**src/rtl/ball_kinematics_ctrl.sv**
```systemverilog
// Per-ball fixed-point motion engine: strike load, per-frame friction, collision reflection, cushion bounce.
// Define BALL_POCKET_EN to add pocket detection with a POCKETED state and respawn on the next strike.
module ball_kinematics_ctrl #(
    parameter int POS_W     = 11,
    parameter int FRAC_BITS = 6,
    parameter int SPEED_W   = 12,
    parameter int MAX_SPEED = 1024,
    parameter int FRICTION  = 2,
    parameter int MIN_SPEED = 8,
    parameter int INITIAL_X = 100,
    parameter int INITIAL_Y = 220,
    parameter int X_MIN     = 16,
    parameter int X_MAX     = 591,
    parameter int Y_MIN     = 16,
    parameter int Y_MAX     = 431
) (
    input  logic                      clk,
    input  logic                      reset,
    input  logic                      startOfFrame,
    input  logic                      strike_valid,
    input  logic signed [SPEED_W-1:0] strike_vx,
    input  logic signed [SPEED_W-1:0] strike_vy,
    output logic                      strike_ready,
    input  logic                      collision,
    input  logic [3:0]                HitEdgeCode,
    output logic signed [POS_W-1:0]   topLeftX,
    output logic signed [POS_W-1:0]   topLeftY,
    output logic                      moving,
    output logic                      pocketed
);
    localparam int FP_W  = POS_W + FRAC_BITS + 1;
    localparam int PIX_W = FP_W - FRAC_BITS;

    typedef logic signed [FP_W-1:0]    fpos_t;
    typedef logic signed [SPEED_W-1:0] spd_t;
    typedef logic signed [PIX_W-1:0]   pix_t;
    typedef enum logic [1:0] {IDLE, ROLLING, POCKETED} state_t;

    function automatic spd_t sat_speed(input spd_t v);
        if (v > spd_t'(MAX_SPEED))  return spd_t'(MAX_SPEED);
        if (v < -spd_t'(MAX_SPEED)) return -spd_t'(MAX_SPEED);
        return v;
    endfunction

    function automatic spd_t abs_speed(input spd_t v);
        return v[SPEED_W-1] ? -v : v;
    endfunction

    // Friction never crosses zero: small speeds snap to rest instead.
    function automatic spd_t apply_friction(input spd_t v);
        if (abs_speed(v) <= spd_t'(MIN_SPEED)) return '0;
        return v[SPEED_W-1] ? v + spd_t'(FRICTION) : v - spd_t'(FRICTION);
    endfunction

    function automatic fpos_t to_fixed(input int px);
        return fpos_t'(px) <<< FRAC_BITS;
    endfunction

    function automatic pix_t to_pixel(input fpos_t p);
        return pix_t'(p >>> FRAC_BITS);
    endfunction

    state_t state;
    fpos_t  pos_x, pos_y;
    spd_t   vx, vy;
    logic   fpos_x, fneg_x, fpos_y, fneg_y;

    spd_t   vx_f, vy_f, vx_c, vy_c, vx_n, vy_n;
    fpos_t  px_s, py_s, px_c, py_c;

    always_comb begin
        vx_f = fpos_x ? abs_speed(vx) : (fneg_x ? -abs_speed(vx) : vx);
        vy_f = fpos_y ? abs_speed(vy) : (fneg_y ? -abs_speed(vy) : vy);
        px_s = pos_x + fpos_t'(vx_f);
        py_s = pos_y + fpos_t'(vy_f);
        px_c = px_s;
        vx_c = vx_f;
        py_c = py_s;
        vy_c = vy_f;
        if (to_pixel(px_s) < pix_t'(X_MIN)) begin
            px_c = to_fixed(X_MIN);
            vx_c = abs_speed(vx_f);
        end else if (to_pixel(px_s) > pix_t'(X_MAX)) begin
            px_c = to_fixed(X_MAX);
            vx_c = -abs_speed(vx_f);
        end
        if (to_pixel(py_s) < pix_t'(Y_MIN)) begin
            py_c = to_fixed(Y_MIN);
            vy_c = abs_speed(vy_f);
        end else if (to_pixel(py_s) > pix_t'(Y_MAX)) begin
            py_c = to_fixed(Y_MAX);
            vy_c = -abs_speed(vy_f);
        end
        vx_n = apply_friction(vx_c);
        vy_n = apply_friction(vy_c);
    end

`ifdef BALL_POCKET_EN
    localparam int POCKET_R = 12;
    localparam int MID_X    = (X_MIN + X_MAX) / 2;

    // Ball centre = topLeft + radius for both ball and pocket, so the radius cancels out.
    function automatic logic near_pocket(input pix_t x, input pix_t y);
        int   dx, dy;
        logic hit;
        hit = 1'b0;
        for (int i = 0; i < 3; i++) begin
            for (int j = 0; j < 2; j++) begin
                dx = int'(x) - ((i == 0) ? X_MIN : (i == 1) ? MID_X : X_MAX);
                dy = int'(y) - ((j == 0) ? Y_MIN : Y_MAX);
                if (dx * dx + dy * dy <= POCKET_R * POCKET_R) hit = 1'b1;
            end
        end
        return hit;
    endfunction

    logic hit_pocket;
    assign hit_pocket = near_pocket(to_pixel(px_c), to_pixel(py_c));
`else
    assign pocketed = 1'b0;
`endif

    always_ff @(posedge clk) begin
        if (reset) begin
            state        <= IDLE;
            pos_x        <= to_fixed(INITIAL_X);
            pos_y        <= to_fixed(INITIAL_Y);
            vx           <= '0;
            vy           <= '0;
            {fpos_x, fneg_x, fpos_y, fneg_y} <= '0;
            strike_ready <= 1'b1;
            moving       <= 1'b0;
`ifdef BALL_POCKET_EN
            pocketed     <= 1'b0;
`endif
        end else begin
            case (state)
                IDLE: begin
                    if (strike_valid) begin
                        vx <= sat_speed(strike_vx);
                        vy <= sat_speed(strike_vy);
                        {fpos_x, fneg_x, fpos_y, fneg_y} <= '0;
                        if (sat_speed(strike_vx) != '0 || sat_speed(strike_vy) != '0) begin
                            state        <= ROLLING;
                            strike_ready <= 1'b0;
                            moving       <= 1'b1;
                        end
                    end
                end
                ROLLING: begin
                    if (startOfFrame) begin
                        pos_x <= px_c;
                        pos_y <= py_c;
                        {fpos_x, fneg_x, fpos_y, fneg_y} <= '0;
`ifdef BALL_POCKET_EN
                        if (hit_pocket) begin
                            state    <= POCKETED;
                            vx       <= '0;
                            vy       <= '0;
                            moving   <= 1'b0;
                            pocketed <= 1'b1;
                        end else
`endif
                        begin
                            vx <= vx_n;
                            vy <= vy_n;
                            if (vx_n == '0 && vy_n == '0) begin
                                state        <= IDLE;
                                moving       <= 1'b0;
                                strike_ready <= 1'b1;
                            end
                        end
                    end
                    // A pulse on the frame edge itself lands in the cleared flags for the next frame.
                    if (collision) begin
                        if (HitEdgeCode[3] && !HitEdgeCode[1]) begin
                            fpos_x <= 1'b1;
                            fneg_x <= 1'b0;
                        end else if (HitEdgeCode[1] && !HitEdgeCode[3]) begin
                            fpos_x <= 1'b0;
                            fneg_x <= 1'b1;
                        end
                        if (HitEdgeCode[2] && !HitEdgeCode[0]) begin
                            fpos_y <= 1'b1;
                            fneg_y <= 1'b0;
                        end else if (HitEdgeCode[0] && !HitEdgeCode[2]) begin
                            fpos_y <= 1'b0;
                            fneg_y <= 1'b1;
                        end
                    end
                end
`ifdef BALL_POCKET_EN
                POCKETED: begin
                    if (strike_valid) begin
                        state        <= IDLE;
                        pos_x        <= to_fixed(INITIAL_X);
                        pos_y        <= to_fixed(INITIAL_Y);
                        pocketed     <= 1'b0;
                        strike_ready <= 1'b1;
                    end
                end
`endif
                default: state <= IDLE;
            endcase
        end
    end

    assign topLeftX = POS_W'(pos_x >>> FRAC_BITS);
    assign topLeftY = POS_W'(pos_y >>> FRAC_BITS);

endmodule
```
**config.mk**
```make
export PLATFORM = sky130hd
export DESIGN_NAME = ball_kinematics_ctrl
export DESIGN_NICKNAME = d
export VERILOG_FILES = /design/src/rtl/ball_kinematics_ctrl.sv
export SDC_FILE = /design/constraint.sdc
export NUM_CORES = 1
export LEC_CHECK = 0
export ABC_CLOCK_PERIOD_IN_PS = 12000
export BUFFER_PORTS_ARGS = -buffer_cell sky130_fd_sc_hd__buf_2
export CAP_MARGIN = 10
export CORE_MARGIN = 2
export CORE_UTILIZATION = 40
export CTS_CLUSTER_DIAMETER = 30
export DETAILED_ROUTE_END_ITERATION = 12
export GPL_TIMING_DRIVEN = 0
export PLACE_DENSITY = 0.67
export SLEW_MARGIN = 10
export SYNTH_ARGS = -nofsm -noshare
export SYNTH_HDL_FRONTEND = slang
export SYNTH_SLANG_ARGS = --single-unit
```
**constraint.sdc**
```tcl
create_clock -name clk -period 12 [get_ports clk]
set_input_delay 0.6 -clock clk [delete_from_list [all_inputs] [get_ports clk]]
set_output_delay 0.6 -clock clk [all_outputs]
set_load 0.005 [all_outputs]
```
==> results_dict.tcl <==
set metrics [dict create \
    finClkSkew_ps 15.30 \
    setup_violations 0 \
    cp.required_ps 12200 \
    die_area_um2 29440 \
    synthMuxAreaShare_pct 2.306 \
    yosys.area_share.simple_pct 28.53 \
    hp-class "register to register" \
    ant_nets 0 \
    async_flop_share_pct 0 \
    cts_buffers 9 \
    regArea_um2 1321 \
    gr-total-overflow 0 \
    grt_pass1_wl_um 62690 \
    synth-main-ff-cell "dfxtp_1" \
    status "finished clean" \
    drv_cap 0 \
    syn_avg_cell_area_um2 7.029 \
    fin_crit_sh_pct 94.23 \
    n_fill_cell 2836 \
    synth-xor-area-share_pct 5.681 \
    wire_per_inst_um 19.68 \
    multi_input_area_um2 9126 \
    synth_top_family_by_area "compound AO/OA/AOI/OAI gates" \
    clkLatencyLatePin_ps 350 \
    drc 0 \
    dp_cells 2033 \
    synthToLayoutAreaGrowth_pct 9.880 \
    cp.buffers_inverters 5 \
    tightest_slew_ps 941.3 \
    hold_violations 0 \
    synthTopCellsByArea "dfxtp_1 (12%), ha_1 (6.8%), a21oi_1 (5.9%)" \
    routed_via_density 6.494 \
    rsz0062_at_grt "false" \
    coreArea_um2 27710 \
    drt-initial-drc-count 1578 \
    synth_top_cell_area_share_pct 11.76 \
    layout_setup_ws_ps 692.8 \
    cts_tree "yes" \
    drive_gt1_share_pct 11.19 \
    start_util_pct 40.54 \
    post-route-min-period_ps 11310 \
    drv_slew 0 \
    antenna_cells 0 \
    syn_inst 1598 \
    clock_sinks 66 \
    seq_area_frac_synth_pct 11.76 \
    yosys_register_bits 66 \
    place_hpwl_um 31410 \
    placementRows 61 \
    pin_count 58 \
    grt_antenna_before_repair 0 \
    ys_types 104 \
    grt_start_max_net_pins 18 \
    layout.cells.non_filler 2049 \
    synth-compound-area-share_pct 36.93 \
    max-clock-path-buffers 2 \
    synth_area_um2 11230 \
    preCtsSetupSlack_ps 778.7 \
    slew_headroom_pct 35.45 \
    cp_max_fo 17 \
    fmax_mhz 88.44 \
    fp.dieH_um 171.6 \
    grt_use_total_pct 26.37 \
    synth_top_cell_by_area "dfxtp_1" \
    cts_root_buffer "clkbuf_16" \
    synth_fa_ha_area_share_pct 7.508 \
    ctsHoldBuffers 0 \
    grt_pass1_vias 11885 \
    place.gp.congestion 0.9769 \
    die_w_um 171.6 \
    syn_nets 1696 \
    vias 13306 \
    crit_path_start_kind "register" \
    cpLargestDelayFamily "compound AO/OA/AOI/OAI gates" \
    max_stage_delay_ps 680 \
    setup_tns_ps 0 \
    yosysWarningCount 0 \
    mostFrequentLayoutCell "nor2_1" \
    synth-edff-count 0 \
    cpMaxStageDelayCell "a2111oi_0" \
    arrival_ps 11510 \
    clk_pin_slew_ps 60 \
    htree_num_levels 3 \
    io_buffers 56 \
    layout_common_cells "nor2_1 (135), a21oi_1 (132), nand2_1 (109)" \
    dr.pass1.iters 8 \
    endpoint_kind "register" \
    path_class "register to register" \
    drt-total-wl_um 40320 \
    num-nets-final 1764 \
]
-- synth_stat cells (26+ instances only) --
master    instances
o211ai_1         27
xnor2_1          48
nand3_1          67
inv_1            67
clkbuf_1         69
nor3_1           45
o21ai_0          73
a211oi_1         42
nor2b_1          26
ha_1             61
nand4_1          26
nor2_1          136
dfxtp_1          66
a21oi_1         133
or3_1            26
nand2_1         109
-- path summary, 6_finish.rpt --
path / start / end / slack [ps] / cells after the start
worst max-delay path: vx[1] / moving / 690 / 37
worst min-delay path: pos_x[2] / pos_x[2] / 460 / 2
worst max register to register: vx[1] / moving / 690 / 37
worst min register to register: pos_x[2] / pos_x[2] / 460 / 2
-- worst min-delay path: stages, from the launching register on --
cell     delay [ps]
dfxtp_1         310
nand2_1          50
a21oi_1          50
-- layout make-up --
type | count | area share [%]
Clock buffer | 9 | 1.825
Tap cell | 378 | 3.832
Sequential cell | 66 | 10.71
Buffer | 110 | 4.278
Clock inverter | 7 | 0.7603
Timing Repair Buffer | 57 | 2.332
Inverter | 76 | 2.322
Multi-Input combinational cell | 1346 | 73.95
-- cell families (layout without fill, tap and decap cells) --
| logic type | count (synthesis) | in the layout |
|---|---|---|
| buf+inv | 186 | 259 |
| compound gates | 580 | 580 |
| simple gates | 603 | 603 |
| other cells | 1 | 1 |
| fa+ha+maj | 65 | 65 |
| xor+xnor | 72 | 72 |
| mux | 25 | 25 |
| flops | 66 | 66 |
-- through the flow --
stage	utilization (%)	cell area, um^2	hold slack [ps]
global route	44.55	12340	481.4
detailed placement	43.34	12010	451.6
CTS	44.49	12330	459.6
floorplan	-	11230	436.2
global placement	43.26	11990	442.5
finish	44.55	12340	457.0
-- registers in the layout (all words and copies together), names as in the netlist --
| name | count |
|---|---|
| fneg_x | 1 |
| pos_x | 18 |
| pos_y | 18 |
| fpos_x | 1 |
| vy | 12 |
| strike_ready | 1 |
| moving | 1 |
| vx | 12 |
| fpos_y | 1 |
| fneg_y | 1 |
-- per-layer routing --
metal  track usage, %  routed length (um)  up-vias  share of wire [%]
li1                 -                   -     6297                  -
met1            37.14               18670     6276                 46
met2            40.98               17230      641                 43
met3            4.119                3316       92                8.2
met4            8.327                1109        0                2.8
met5                0                   0        -                  0
-- timing repair --
action	4_1_cts	5_1_grt
buffers inserted	0	0
resized for setup	0	4
setup endpoints to repair	0	2
endpoints found under the hold margin	0	0
Power is left out: the tool's default activity adds up to more than one toggle a clock period on the data nets, which glitch-free logic cannot reach.
